--- src/rtl/mem_arbiter.sv ---
// Purpose : two-port arbiter sharing one single-ported memory between the core (port 0) and a second master (port 1).
// Latency : grant is combinational in the request cycle; read data/rvalid are registered, one cycle after the grant.
// Backpress: no queuing; an ungranted requester holds req and fields stable until m*_gnt, burst limit bounds its wait.
//
// Ports:
//   clk, rstb                 clock (rising edge) and asynchronous active-low reset
//   m*_req/we/lock/addr/wdata requester fields for port 0 / port 1
//   m*_gnt                    access performed this cycle (combinational)
//   m*_rdata, m*_rvalid       registered read data and its one-cycle valid pulse
//   mem_addr/wr_data/wr_ena   muxed memory command; mem_rd_data is combinational read data
module mem_arbiter #(
  parameter int ADDR_W    = 32,
  parameter int DATA_W    = 32,
  parameter int MAX_BURST = 4
) (
  input  logic              clk,
  input  logic              rstb,
  input  logic              m0_req,
  input  logic              m0_we,
  input  logic              m0_lock,
  input  logic [ADDR_W-1:0] m0_addr,
  input  logic [DATA_W-1:0] m0_wdata,
  output logic              m0_gnt,
  output logic [DATA_W-1:0] m0_rdata,
  output logic              m0_rvalid,
  input  logic              m1_req,
  input  logic              m1_we,
  input  logic              m1_lock,
  input  logic [ADDR_W-1:0] m1_addr,
  input  logic [DATA_W-1:0] m1_wdata,
  output logic              m1_gnt,
  output logic [DATA_W-1:0] m1_rdata,
  output logic              m1_rvalid,
  output logic [ADDR_W-1:0] mem_addr,
  output logic [DATA_W-1:0] mem_wr_data,
  output logic              mem_wr_ena,
  input  logic [DATA_W-1:0] mem_rd_data
);

  localparam int              CNT_W   = $clog2(MAX_BURST) + 1;
  localparam logic [CNT_W-1:0] CNT_MAX = CNT_W'(MAX_BURST - 1);

  typedef enum logic [1:0] {
    OWN_NONE = 2'd0,
    OWN_P0   = 2'd1,
    OWN_P1   = 2'd2
  } owner_e;

  owner_e            owner_q, owner_d, winner;
  logic [CNT_W-1:0]  cnt_q, cnt_d;
  logic              rr_q, rr_d;         // 0: port 0 favoured on a tie from NONE
  logic [DATA_W-1:0] m0_rdata_q, m0_rdata_d, m1_rdata_q, m1_rdata_d;
  logic              m0_rvalid_q, m0_rvalid_d, m1_rvalid_q, m1_rvalid_d;

  logic owner_req, owner_lock, other_req, both_req;

  // Winner selection; rules are ordered, the first match applies.
  always_comb begin
    owner_req  = 1'b0;
    owner_lock = 1'b0;
    other_req  = 1'b0;
    both_req   = m0_req & m1_req;
    winner     = OWN_NONE;

    case (owner_q)
      OWN_P0: begin
        owner_req  = m0_req;
        owner_lock = m0_lock;
        other_req  = m1_req;
      end
      OWN_P1: begin
        owner_req  = m1_req;
        owner_lock = m1_lock;
        other_req  = m0_req;
      end
      default: ;
    endcase

    if (owner_req && owner_lock) begin
      winner = owner_q;
    end else if (owner_req && !other_req) begin
      winner = owner_q;
    end else if (both_req && owner_q != OWN_NONE && cnt_q < CNT_MAX) begin
      winner = owner_q;
    end else if (both_req && owner_q != OWN_NONE) begin
      winner = (owner_q == OWN_P0) ? OWN_P1 : OWN_P0;
    end else if (both_req) begin
      winner = rr_q ? OWN_P1 : OWN_P0;
    end else if (m0_req) begin
      winner = OWN_P0;
    end else if (m1_req) begin
      winner = OWN_P1;
    end

    // Nothing may reach the memory while reset is held.
    if (!rstb) begin
      winner = OWN_NONE;
    end
  end

  // Memory steering and grants.
  always_comb begin
    m0_gnt      = (winner == OWN_P0);
    m1_gnt      = (winner == OWN_P1);
    mem_addr    = '0;
    mem_wr_data = '0;
    mem_wr_ena  = 1'b0;
    case (winner)
      OWN_P0: begin
        mem_addr    = m0_addr;
        mem_wr_data = m0_wdata;
        mem_wr_ena  = m0_we;
      end
      OWN_P1: begin
        mem_addr    = m1_addr;
        mem_wr_data = m1_wdata;
        mem_wr_ena  = m1_we;
      end
      default: ;
    endcase
  end

  // Ownership, burst counter, tie-break pointer and read return.
  always_comb begin
    owner_d = winner;
    cnt_d   = '0;
    rr_d    = rr_q;

    // cnt saturates rather than wrapping so a long lock cannot alias back below the limit.
    if (winner == owner_q && winner != OWN_NONE) begin
      cnt_d = (cnt_q == CNT_MAX) ? cnt_q : cnt_q + 1'b1;
    end

    if (winner == OWN_P0) begin
      rr_d = 1'b1;
    end else if (winner == OWN_P1) begin
      rr_d = 1'b0;
    end

    m0_rdata_d  = m0_rdata_q;
    m0_rvalid_d = 1'b0;
    m1_rdata_d  = m1_rdata_q;
    m1_rvalid_d = 1'b0;
    if (m0_gnt && !m0_we) begin
      m0_rdata_d  = mem_rd_data;
      m0_rvalid_d = 1'b1;
    end
    if (m1_gnt && !m1_we) begin
      m1_rdata_d  = mem_rd_data;
      m1_rvalid_d = 1'b1;
    end
  end

  always_ff @(posedge clk or negedge rstb) begin
    if (!rstb) begin
      owner_q     <= OWN_NONE;
      cnt_q       <= '0;
      rr_q        <= 1'b0;
      m0_rdata_q  <= '0;
      m0_rvalid_q <= 1'b0;
      m1_rdata_q  <= '0;
      m1_rvalid_q <= 1'b0;
    end else begin
      owner_q     <= owner_d;
      cnt_q       <= cnt_d;
      rr_q        <= rr_d;
      m0_rdata_q  <= m0_rdata_d;
      m0_rvalid_q <= m0_rvalid_d;
      m1_rdata_q  <= m1_rdata_d;
      m1_rvalid_q <= m1_rvalid_d;
    end
  end

  assign m0_rdata  = m0_rdata_q;
  assign m0_rvalid = m0_rvalid_q;
  assign m1_rdata  = m1_rdata_q;
  assign m1_rvalid = m1_rvalid_q;

endmodule
--- config.mk ---
export PLATFORM = sky130hd
export DESIGN_NAME = mem_arbiter
export DESIGN_NICKNAME = d
export VERILOG_FILES = /design/src/rtl/mem_arbiter.sv
export SDC_FILE = /design/constraint.sdc
export NUM_CORES = 1
export LEC_CHECK = 0
export ABC_AREA = 1
export BUFFER_PORTS_ARGS = -buffer_cell sky130_fd_sc_hd__buf_2
export CORE_AREA = 2 2 117 119
export DETAILED_ROUTE_END_ITERATION = 10
export DIE_AREA = 0 0 119 121
export PLACE_DENSITY_LB_ADDON = 0.08
export RECOVER_POWER = 100
export SYNTH_ARGS = -nofsm -noshare
export SYNTH_HDL_FRONTEND = slang
export SYNTH_SLANG_ARGS = --single-unit
export TNS_END_PERCENT = 20
--- constraint.sdc ---
create_clock -name clk -period 6.6 [get_ports clk]
set_input_delay 0.33 -clock clk [delete_from_list [all_inputs] [get_ports clk]]
set_output_delay 0.33 -clock clk [all_outputs]
set_load 0.03 [all_outputs]
Yosys cells after proc, flatten, opt, wreduce, memory -nomap -nowiden
Cells that the tools add are included.
- bits in registers: 72
- bits of input ports: 168
- $lt $le $gt $ge: 1
- add/subtract/negate cells: 1
- reductions and logical operators: 13
- bitwise operators: 1
- equal/unequal tests: 7
- multiplexer cells: 22
- operators by type and width (kind ; number):
    $pmux W32 S2 ; 2
    $mux W2 ; 10
    $pmux W1 S2 ; 4
    $logic_and A1 B1 Y1 ; 7
    $mux W3 ; 2
    $reduce_bool A2 Y1 ; 3
    $eq A2 B1 Y1 const B ; 2
    $eq A2 B2 Y1 const B ; 2
    $mux W1 ; 4
    $add A3 B1 Y3 const B ; 1
    $eq A3 B2 Y1 const B ; 1
    $logic_not A1 Y1 ; 3
    $lt A3 B2 Y1 const B ; 1
    $eq A2 B2 Y1 ; 1
    $ne A2 B2 Y1 const B ; 1
    $and A1 B1 Y1 ; 1

Depth between registers and ports, before layout
Gate-level depths: netlist (run 1).
- word-level depth: 11
- gate-level depth with buffers: 17

Least setup slack after synthesis (run 1)
OpenSTA, ideal clock, no wires.
- path type: reg2out
- from: register owner_q[1]
- to: output port mem_addr[15]
- arrival: 2781 ps
- setup slack: 3489 ps
- stages on the path, launching flop included: 16
- buffers on the path: 2
- path through: dfrtp_1 -> inv_1 -> ha_1 -> nand2_1 -> nand2_1 -> nand3_2 -> nand2_2 -> nand2_2 -> nand2_1 -> nand3_2 -> inv_1 -> ha_1 -> clkbuf_1 -> buf_1 -> nand2_1 -> a21oi_1
- cells in the longest elaborated chain, start to end: 9
- elaborated cells on any way between the ends: 20
- classes of those cells: eq/ne (4); mux (10); reduce/logical (6)
- ends and longest elaborated chain (what ; RTL line ; RTL):
    start: declaration ; 49 ; owner_e owner_q, owner_d, winner;
    start signal: assignment ; 164 ; owner_q <= owner_d;
    $eq A2 B1 Y1 (tied with other cells) ; 65, 86 ;
    $mux W2 (tied with other cells) ; 86 ; winner = (owner_q == OWN_P0) ? OWN_P1 : OWN_P0;
    $mux W2 (tied with other cells) ; 85 ; end else if (both_req && owner_q != OWN_NONE) begin
    $mux W2 / $logic_and A1 B1 Y1 (equally long branches) ; 83, 81 ;
    $mux W2 ; 81 ; end else if (owner_req && !other_req) begin
    $mux W2 (*) ; 79 ; if (owner_req && owner_lock) begin
    $mux W2 (*) ; 96 ; if (!rstb) begin
    net owner_d[1] ; 49 ;
    $eq A2 B2 Y1 (*) ; - ;
    net m1_gnt ; 31 ; output logic m1_gnt,
    $pmux W32 S2 (*) ; 108 ; case (winner)
    end: declaration ; 34 ; output logic [ADDR_W-1:0] mem_addr,
The timed path passes the listed nets; every way through them passes the cells marked *.

Worst setup path after layout (run 1)
- from: register owner_q[1]
- to: output port mem_addr[13]
- cells in the longest elaborated chain, start to end: 9
- elaborated cells on any way between the ends: 20
- classes of those cells: eq/ne (4); mux (10); reduce/logical (6)
- ends and longest elaborated chain (what ; RTL line):
    $eq A2 B1 Y1 (tied with other cells) ; 65, 86
    $mux W2 (tied with other cells) ; 86
    $mux W2 (tied with other cells) ; 85
    $mux W2 / $logic_and A1 B1 Y1 (equally long branches) ; 83, 81
    $mux W2 ; 81
    $mux W2 (*) ; 79
    $mux W2 (*) ; 96
    net owner_d[1] ; 49
    $eq A2 B2 Y1 / $eq A2 B1 Y1 (equally long branches) ; 108
    $pmux W32 S2 (*) ; 108
Marks and branches as above.

==> impl_metrics.toml, run 1 <==
[routing]
avgRoutedWirePerCell_um = 14.7
wirelength_mm = 14.6
drt_iter0_drc = 227
vias_per_cell = 4.49
antenna_left = 0
drt-pass1-iter-count = 4
route.detailed.drc = 0
vias = 4468

[floorplanning]
row_count = 42
die_y_um = 121
die_width_um = 119
initial_core_util_pct = 29.7
ioPinCount = 301
core_mm2 = 0.0131
fp.dieArea_mm2 = 0.0144

[flow_run]
drv_cap = 3

[global_routing]
track_usage_pct = 19.6
overflow = 0
grt_max_degree = 77
grt_pass1_vias = 4280
grt_pass1_wl_mm = 22.1
antenna_found_initial = 0

[cts]
cts.clk_slew.worst_paths_ns = 0.06
cts.sink_count = 72
postCtsResizedCells = 0
cts_tree = "yes"
ctsLongestPathBuffers = 2
cts_hold_buf = 0
root_buffer = "clkbuf_16"
cts_buffers = 9
h-tree-depth = 3
postCtsSetupBuffers = 0
clock_latency_ns = 0.33

[critical_path]
cp_data_arrival_time_ns = 4.57
worstRegToRegCells = 13
critPathKind = "flip-flop to output port"
rrSetupSlack_ns = 1.91
cp-end-kind = "output port"
crit_fanout = 65
regToRegStartpoint = "owner_q[1]"
cp-start-kind = "flip-flop"
critPathLaunch = "owner_q[1]"
cp_data_required_time_ns = 6.27

[synthesis]
synth_area_leaders = "dfrtp_1, nand2_1, o21ai_0"
ys_types = 21
yosys_warnings = 0
synth_ff_type = "dfrtp_1"
yosysTopAreaCellShare_pct = 46.3
avgSynthCellArea_um2 = 7.27
synthCells = 535
syn_nets = 713
synth_seq_cells = 72
yosys.area.top_type = "dfrtp_1"
async_flop_share_pct = 100
synth_edf_count = 0
seq_area_frac_synth_pct = 46.3
synth_area_mm2 = 0.00389

[placement]
place.port_buffers = 300
routabilityCongestion = 0.816
placed_cells = 978
place_hpwl_mm = 11.5
place_area_mm2 = 0.00550

[cells_and_area]
final_area_mm2 = 0.00563
antennaDiodeCount = 0
drive_gt1_share_pct = 24.0
layout.nets = 991
stdcell_count = 994
syn2layout_area_growth_pct = 44.8

[sta]
relSlewSlack_pct = -45.8
slew_violations = 197
fin_crit_ns = 4.90
rsz0062_at_grt = "false"
tightest_slew_ns = 2.19
finalHoldViolCount = 0
setup_tns_ns = 0
final.period_utilization_pct = 74.2
fmax_mhz = 204
whs_ns = 0.149
skew_ns = 0.00606
finalSetupViolCount = 0

[run_status]
violations = "capacitance limit, slew limit"
status = "complete, but fails checks"

[power]
seqPwrFrac_pct = 30.3
p_sw_share_pct = 50.3
power_density_mw_per_mm2 = 453
intPower_w = 0.00127
switchingPower_w = 0.00129
pwr-share-clk_pct = 20.7
comb_power_share_pct = 49.0
p_total_w = 0.00255
peakVddDrop_uv = 145
p_leak_nw = 2.76

[worst_hold_path]
hold_class = "input port to async pin"
## cell usage in the layout (no fill, tap or decap)
cell,n
bufinv_16,2
nor2_4,1
a21oi_4,1
o21ai_0,66
buf_2,167
clkinvlp_4,1
a21oi_1,65
a21oi_2,1
nand2_1,214
buf_4,1
clkinv_4,2
dfrtp_1,72
ha_2,1
nor2_1,2
clkbuf_1,132
nor3_1,3
inv_2,1
nand3_1,6
nand2_2,5
nand4_1,2
ha_1,9
clkbuf_16,9
inv_6,2
xor2_1,1
nand3_2,2
mux2i_1,1
inv_1,49
## final cells by class
type,count,area [um^2]
clock buffer,9,225
inverter,50,188
timing repair buffer,300,1340
sequential,72,1800
clock inverter,7,103
tap,176,220
multi-input combinational,380,1760
fill,1482,7450
## layer usage
| layer | GRT usage [%] | share of wire [%] | wire (um) | vias to the layer above |
|---|---|---|---|---|
| met3 | 5.50 | 6.9 | 1000 | 10 |
| met2 | 34.4 | 51 | 7490 | 173 |
| met5 | 0 | 0 | 0 | - |
| li1 | - | - | - | 2245 |
| met4 | 5.51 | 1.6 | 232 | 0 |
| met1 | 23.3 | 40 | 5920 | 2040 |
## through the flow
step                utilization, %  worst slack (ns)
floorplan                        -              3.49
CTS                           44.5              2.59
finish                        43.1              1.70
detailed placement            42.0              2.52
global route                  43.1              1.11
global placement              42.0              2.70
## kinds of logic after synthesis
kind of cell               synth area share (%)
AOI/OAI and AO/OA                          17.5
xor gates and xnor gates                  0.225
adders and majority gates                  3.22
buffers and inverters                      8.04
DFF                                        46.3
muxes                                     0.257
and+or+nand+nor                            24.4
## cell usage after synthesis, types with 2 or more instances
| master | count |
|---|---|
| a21oi_1 | 65 |
| buf_1 | 5 |
| clkbuf_1 | 27 |
| dfrtp_1 | 72 |
| ha_1 | 10 |
| inv_1 | 48 |
| inv_2 | 2 |
| nand2_1 | 212 |
| nand2_2 | 7 |
| nand3_1 | 3 |
| nand3_2 | 5 |
| nand4_1 | 2 |
| nor2_1 | 2 |
| nor3_1 | 3 |
| o21ai_0 | 66 |
## worst max-delay path: stages, from the launching register on
cell      delay, ns
dfrtp_1        0.40
inv_1          0.14
ha_1           0.24
nand2_1        0.07
nand2_1        0.08
nand3_2        0.06
nand2_1        0.12
nand2_1        0.11
nand2_1        0.07
nand3_1        0.16
inv_1          0.19
ha_1           1.65
nand2_1        0.16
a21oi_1        0.25
clkbuf_1       0.50
## power by group through the flow
stage	clock network (W)	registers, W	logic [W]
after floorplan	0	0.00115	0.000502
after CTS	0.000541	0.000766	0.00134
after global placement	0	0.000770	0.00132
after global routing	0.000563	0.000800	0.00136
after detailed placement	0	0.000771	0.00134
final	0.000529	0.000773	0.00125
## registers in the layout, indices dropped and copies added, names as in the netlist
| signal | cells |
|---|---|
| m0_rdata | 32 |
| m1_rdata | 32 |
| owner_q | 2 |
| m1_rvalid | 1 |
| m0_rvalid | 1 |
| cnt_q | 3 |
| rr_q | 1 |
## worst paths after layout
| path | to |
|---|---|
| max reg2reg | m0_rdata[16] |
| max | mem_addr[13] |
| min reg2reg | m1_rdata[18] |
| min | m1_rdata[18] |
| max in group asynchronous | m0_rdata[5] |
| min in group clk | m1_rvalid |
Power figures use the tool's default switching activity.
==> inputs of run 2 (changes only) <==
Settings changed: ABC_AREA 1 to 0, CORE_AREA 2 2 117 119 to 2 2 118 120, DIE_AREA 0 0 119 121 to 0 0 120 122.
Clock period 6.6 ns to 4.45 ns, I/O delays scaled along.
==> run 2 against run 1 <==
Effect of this change:
- the run still ends with capacitance limit, slew limit left
- setup slack got worse by 1.3 ns
- global-route usage fell by 2.2 points
- clock skew rose by 0.0048 ns
- combinational power barely moved
- cell count fell by 23%
- wire length fell by 7.3%
- critical path type unchanged
- synthesized cell count fell by 47%
- via count fell by 20%
- highest routed layer is now met5
- clock power rose by 39%
==> impl_metrics.toml, run 2 <==
[routing]
wirelength_mm = 13.6
drt_iter0_drc = 144
avgRoutedWirePerCell_um = 17.8
vias_per_cell = 4.70
antenna_left = 0
vias = 3589
drt-pass1-iter-count = 4
route.detailed.drc = 0

[cts]
postCtsResizedCells = 0
h-tree-depth = 3
cts_tree = "yes"
cts.sink_count = 72
root_buffer = "clkbuf_16"
postCtsSetupBuffers = 0
cts.clk_slew.worst_paths_ns = 0.06
cts_hold_buf = 1
clock_latency_ns = 0.33
ctsLongestPathBuffers = 2
cts_buffers = 9

[placement]
place_hpwl_mm = 10.7
place.port_buffers = 300
routabilityCongestion = 0.898
post-place-ws_ns = 0.849

[cells_and_area]
layout.nets = 755
syn2layout_area_growth_pct = 51.3
final_common_cell = "buf_2"
fillers = 1420
utilization_pct = 40.8
layout_common_cells = "buf_2, clkbuf_1, dfrtp_1"
drive_gt1_share_pct = 49.5

[sta]
slew_violations = 104
relSlewSlack_pct = -22.3
final.period_utilization_pct = 91.0
whs_ns = 0.132
skew_ns = 0.0109
setup_tns_ns = 0
finalSetupViolCount = 0
worst_slack_ns = 0.402
rsz0062_at_grt = "false"
finalHoldViolCount = 0
fmax_mhz = 247
fin_crit_ns = 4.05
tightest_slew_ns = 1.83

[synthesis]
yosys_warnings = 0
synth_area_mm2 = 0.00364
yosysTopAreaCellShare_pct = 49.5
synth_area_leaders = "dfrtp_1, mux2_2, a22o_1"
async_flop_share_pct = 100
synthTopCellsByCount = "dfrtp_1, mux2_2, a22o_1, clkbuf_1, ha_1"
synth.most_common_cell = "dfrtp_1"
yosys.area.top_type = "dfrtp_1"
synth_edf_count = 0
synthCells = 283
syn_nets = 461
synth_ff_type = "dfrtp_1"
avgSynthCellArea_um2 = 12.9
seq_area_frac_synth_pct = 49.5
synth_seq_cells = 72
ys_types = 31

[global_routing]
grt_pass1_wl_mm = 19.4
antenna_found_initial = 3
grtUsageMet2_pct = 26.6
overflow = 0
use_met1_pct = 23.2
grt_max_degree = 70
track_usage_pct = 17.3
busiest_layer = "met2"
grtUsageMet3_pct = 7.40
grt_pass1_vias = 3503

[power]
p_leak_nw = 2.68
power_density_mw_per_mm2 = 536
peakVddDrop_uv = 394

[floorplanning]
row_count = 43
fp.dieArea_mm2 = 0.0146
initial_core_util_pct = 27.0
core_mm2 = 0.0135
ioPinCount = 301
die_y_um = 122
die_width_um = 120

[critical_path]
path_common_cell = "ha_1"
cp_data_arrival_time_ns = 3.83
cp_slowest_stage_delay_ns = 0.57
crit_fanout = 64
critPathKind = "flip-flop to output port"
cp-end-kind = "output port"
cp-start-kind = "flip-flop"
cp_data_required_time_ns = 4.23
critPathSlowestCell = "clkbuf_4"
crit_chain = "inv_1 > ha_1 > mux2_2 > a21oi_1 > and3_1 > o21ai_0 > ha_1 > and2_2 > clkbuf_4 > a22o_1 > clkbuf_1"
cp_top_family = "buffers and inverters"
cp_num_buf_inv = 3

[run_status]
status = "complete, but fails checks"
violations = "capacitance limit, slew limit"

[flow_run]
drv_cap = 2

[worst_hold_path]
hold_class = "input port to flip-flop"
run 2: cell count changes after synthesis, moves of 5 or more:
| cell | before | now |
|---|---|---|
| buf_2 | 1 | 6 |
| o21ai_0 | 66 | 4 |
| nand3_2 | 5 | 0 |
| a21oi_1 | 65 | 4 |
| nand2_2 | 7 | 0 |
| inv_1 | 48 | 6 |
| mux2_2 | 0 | 67 |
| clkbuf_1 | 27 | 13 |
| nand2_1 | 212 | 2 |
| a22o_1 | 0 | 65 |
run 2: logic make-up after synthesis:
logic type | count (synthesis) | synth area share (%)
xor gates and xnor gates | 1 | 0.240
AOI/OAI and AO/OA | 85 | 19.5
buffers and inverters | 28 | 3.09
DFF | 72 | 49.5
muxes | 69 | 21.4
adders and majority gates | 10 | 3.43
and+or+nand+nor | 18 | 2.85
run 2: cell type report:
type / instances / area, um^2 / share of cell area, %
repair buffers: 305 / 1420 / 25.8
well taps: 180 / 225 / 4.08
multi-input cells: 183 / 1730 / 31.4
clock inverters: 4 / 51.3 / 0.930
inverters: 6 / 22.5 / 0.408
diodes: 1 / 2.50 / 0.0454
flip-flops and latches: 72 / 1800 / 32.7
clock buffers: 12 / 256 / 4.65
run 2: worst paths after layout:
check,depth (start not counted),start,to,slack (ns)
max,11,owner_q[1],mem_addr[5],0.40
min,2,mem_rd_data[27],m1_rdata[27],0.13
max reg2reg,10,owner_q[1],m0_rdata[0],0.55
min reg2reg,1,m1_rdata[8],m1_rdata[8],0.50
max in group asynchronous,3,rstb,m1_rdata[13],2.07
min in group asynchronous,2,rstb,owner_q[1],0.38
run 2: worst reg2reg max path, cell delays in order, from the launching register on:
cell and delay [ns]:
dfrtp_1 0.43, inv_1 0.14, ha_1 0.23, mux2_2 0.34, a21oi_1 0.23, and3_1 0.21, o21a_1 0.17, ha_1 0.25
nor2b_1 1.15, buf_12 0.28, mux2_2 0.36
run 2: report_power, final:
| group | internal (W) | leakage (nW) | switching [W] | total (W) |
|---|---|---|---|---|
| logic | 0.000386 | 1.65 | 0.000833 | 0.00122 |
| registers | 0.000888 | 0.872 | 0.000116 | 0.00100 |
| clock network | 0.000466 | 0.149 | 0.000269 | 0.000735 |
run 2: layer usage:
layer | vias to the layer above | wire length [um]
met4 | 4 | 100
met5 | - | 24
li1 | 1674 | -
met3 | 16 | 1340
met1 | 1714 | 5790
met2 | 181 | 6320
run 2: through the flow:
stage,cells,power [W],instance area [um^2]
2_1_floorplan,283,0.00186,3640
3_3_place_gp,745,0.00230,5340
3_5_place_dp,745,0.00231,5340
4_1_cts,762,0.00307,5660
5_1_grt,763,0.00312,5510
6_report,763,0.00296,5510
==> inputs of run 3 (changes only) <==
Settings changed: ABC_AREA 0 to 1, CORE_AREA 2 2 118 120 to 2 2 117 119, DIE_AREA 0 0 120 122 to 0 0 119 121.
==> run 3 against run 2 <==
Effect of this change:
- global-route usage grew 4.4 points
- the flow still finishes with violations (capacitance limit, slew limit)
- clock power down 2%
- sequential share of layout area shrank 0.94 points
- clock-buffer cell count is 2 lower
- total power increased by 26%
- cell count rose by 31%
- sequential power up 13%
- setup slack improved by 0.15 ns
- highest routed layer is now met4
- final area rose by 2.9%
- register-to-register slack improved by 0.17 ns
==> impl_metrics.toml, run 3 (synthesis results as in run 1) <==
[floorplanning]
core_mm2 = 0.0131
row_count = 42
fp.dieArea_mm2 = 0.0144
die_y_um = 121
die_width_um = 119
ioPinCount = 301
initial_core_util_pct = 29.7

[cells_and_area]
layout_common_cells = "nand2_1, buf_2, clkbuf_1"
multi_input_area_mm2 = 0.00176
fillers = 1428
syn2layout_area_growth_pct = 45.9
antennaDiodeCount = 0
seqCellArea_mm2 = 0.00180
final_common_cell = "nand2_1"
final_area_mm2 = 0.00568
drive_gt1_share_pct = 28.1
layout.nets = 996

[global_routing]
grt_pass1_wl_mm = 24.0
grtUsageMet2_pct = 38.6
grt_pass1_vias = 4481
grtUsageMet3_pct = 5.55
use_met1_pct = 25.8
track_usage_pct = 21.7
grt_max_degree = 73
busiest_layer = "met2"
overflow = 0
antenna_found_initial = 1

[power]
peakVddDrop_uv = 214
power_density_mw_per_mm2 = 657
p_leak_nw = 2.91

[critical_path]
crit_chain = "inv_1 > ha_1 > nand2_1 > nand2_1 > nand3_2 > nand2_1 > nand2_1 > nand2_2 > nand3_1 > inv_1 > ha_2 > buf_4 > nand2_1 > a21oi_1 > clkbuf_1"
crit_fanout = 46
cp_data_arrival_time_ns = 3.67
cp_data_required_time_ns = 4.23
worstRegToRegCells = 14
critPathKind = "flip-flop to output port"
path_common_cell = "nand2_1"
cp_slowest_stage_delay_ns = 0.77
cp-start-kind = "flip-flop"
cp-end-kind = "output port"
critPathSlowestCell = "ha_2"

[sta]
finalHoldViolCount = 0
tightest_slew_ns = 1.79
relSlewSlack_pct = -19.2
fin_crit_ns = 3.90
slew_violations = 138
rsz0062_at_grt = "false"
skew_ns = 0.00602
setup_tns_ns = 0
finalSetupViolCount = 0
fmax_mhz = 257
final.period_utilization_pct = 87.6

[cts]
postCtsResizedCells = 0
cts_hold_buf = 1
root_buffer = "clkbuf_16"
cts.sink_count = 72
ctsLongestPathBuffers = 2
h-tree-depth = 3
clock_latency_ns = 0.33
postCtsSetupBuffers = 0
cts_tree = "yes"
cts.clk_slew.worst_paths_ns = 0.06
cts_buffers = 9

[routing]
wirelength_mm = 15.8
vias_per_cell = 4.53
avgRoutedWirePerCell_um = 15.8
drt-pass1-iter-count = 4
route.detailed.drc = 0
drt_iter0_drc = 253
antenna_left = 0
vias = 4528

[placement]
place_hpwl_mm = 12.4
place.port_buffers = 300
routabilityCongestion = 0.840
place_area_mm2 = 0.00553

[worst_hold_path]
hold_class = "input port to flip-flop"
hold_path_depth = 2

[run_status]
status = "complete, but fails checks"
violations = "capacitance limit, slew limit"

[flow_run]
drv_cap = 2
run 3: changes by cell type in the layout (fill, tap and decap cells not counted), moves of 4 or more:
cell and delta:
a21oi_1 +62, a22o_1 -65, buf_2 +11, clkbuf_2 -7, inv_1 +43, mux2_2 -67, nand2_1 +213, nand2_2 +4
nand3_1 +4, o21ai_0 +62
run 3: final timing paths:
path                               from               to  slack [ns]
setup / recovery             owner_q[1]  mem_wr_data[13]        0.55
hold / removal                    m1_we        m1_rvalid        0.06
setup reg to reg             owner_q[1]      m0_rdata[3]        0.72
hold reg to reg            m1_rdata[18]     m1_rdata[18]        0.48
max in group asynchronous          rstb       owner_q[1]        2.09
min in group asynchronous          rstb             rr_q        0.34
run 3: layout make-up:
type                       instances  area share [%]
clock buffer                      10            4.03
inverter                          50            3.31
multi-input combinational        380            31.0
sequential                        72            31.7
clock inverter                     6            1.19
timing repair buffer             305            24.9
tap                              176            3.88
run 3: routing by layer:
layer / vias to the layer above / share of wire, %
met5: - / 0
met1: 2074 / 39
met2: 175 / 52
li1: 2259 / -
met4: 0 / 1.9
met3: 20 / 7.2
run 3: critical path, delay by kind of cell (launching register included):
family                   cells  cell delay (ns)
buffers and inverters        4             1.02
adder cells (fa/ha/maj)      2             1.01
AND/OR/NAND/NOR              8             0.74
flip-flops                   1             0.40
AO/OA/AOI/OAI                1             0.14
run 3: per-stage QoR:
step	hold WS [ns]	setup WS, ns	cells	power [W]	util [%]
floorplan	-0.0731	1.45	535	0.00246	-
global placement	0.0433	1.20	982	0.00310	42.2
detailed placement	0.0431	1.09	982	0.00313	42.2
CTS	0.0608	0.716	999	0.00387	44.6
global route	0.0545	0.194	999	0.00400	43.4
finish	0.0586	0.554	999	0.00373	43.4
run 3: power breakdown:
group          leakage [nW]  internal (W)  switching (W)  total (W)
registers             0.904      0.000961       0.000170    0.00113
logic                  1.86      0.000433        0.00145    0.00188
clock network         0.139      0.000436       0.000281   0.000717
total                  2.91       0.00183        0.00190    0.00373
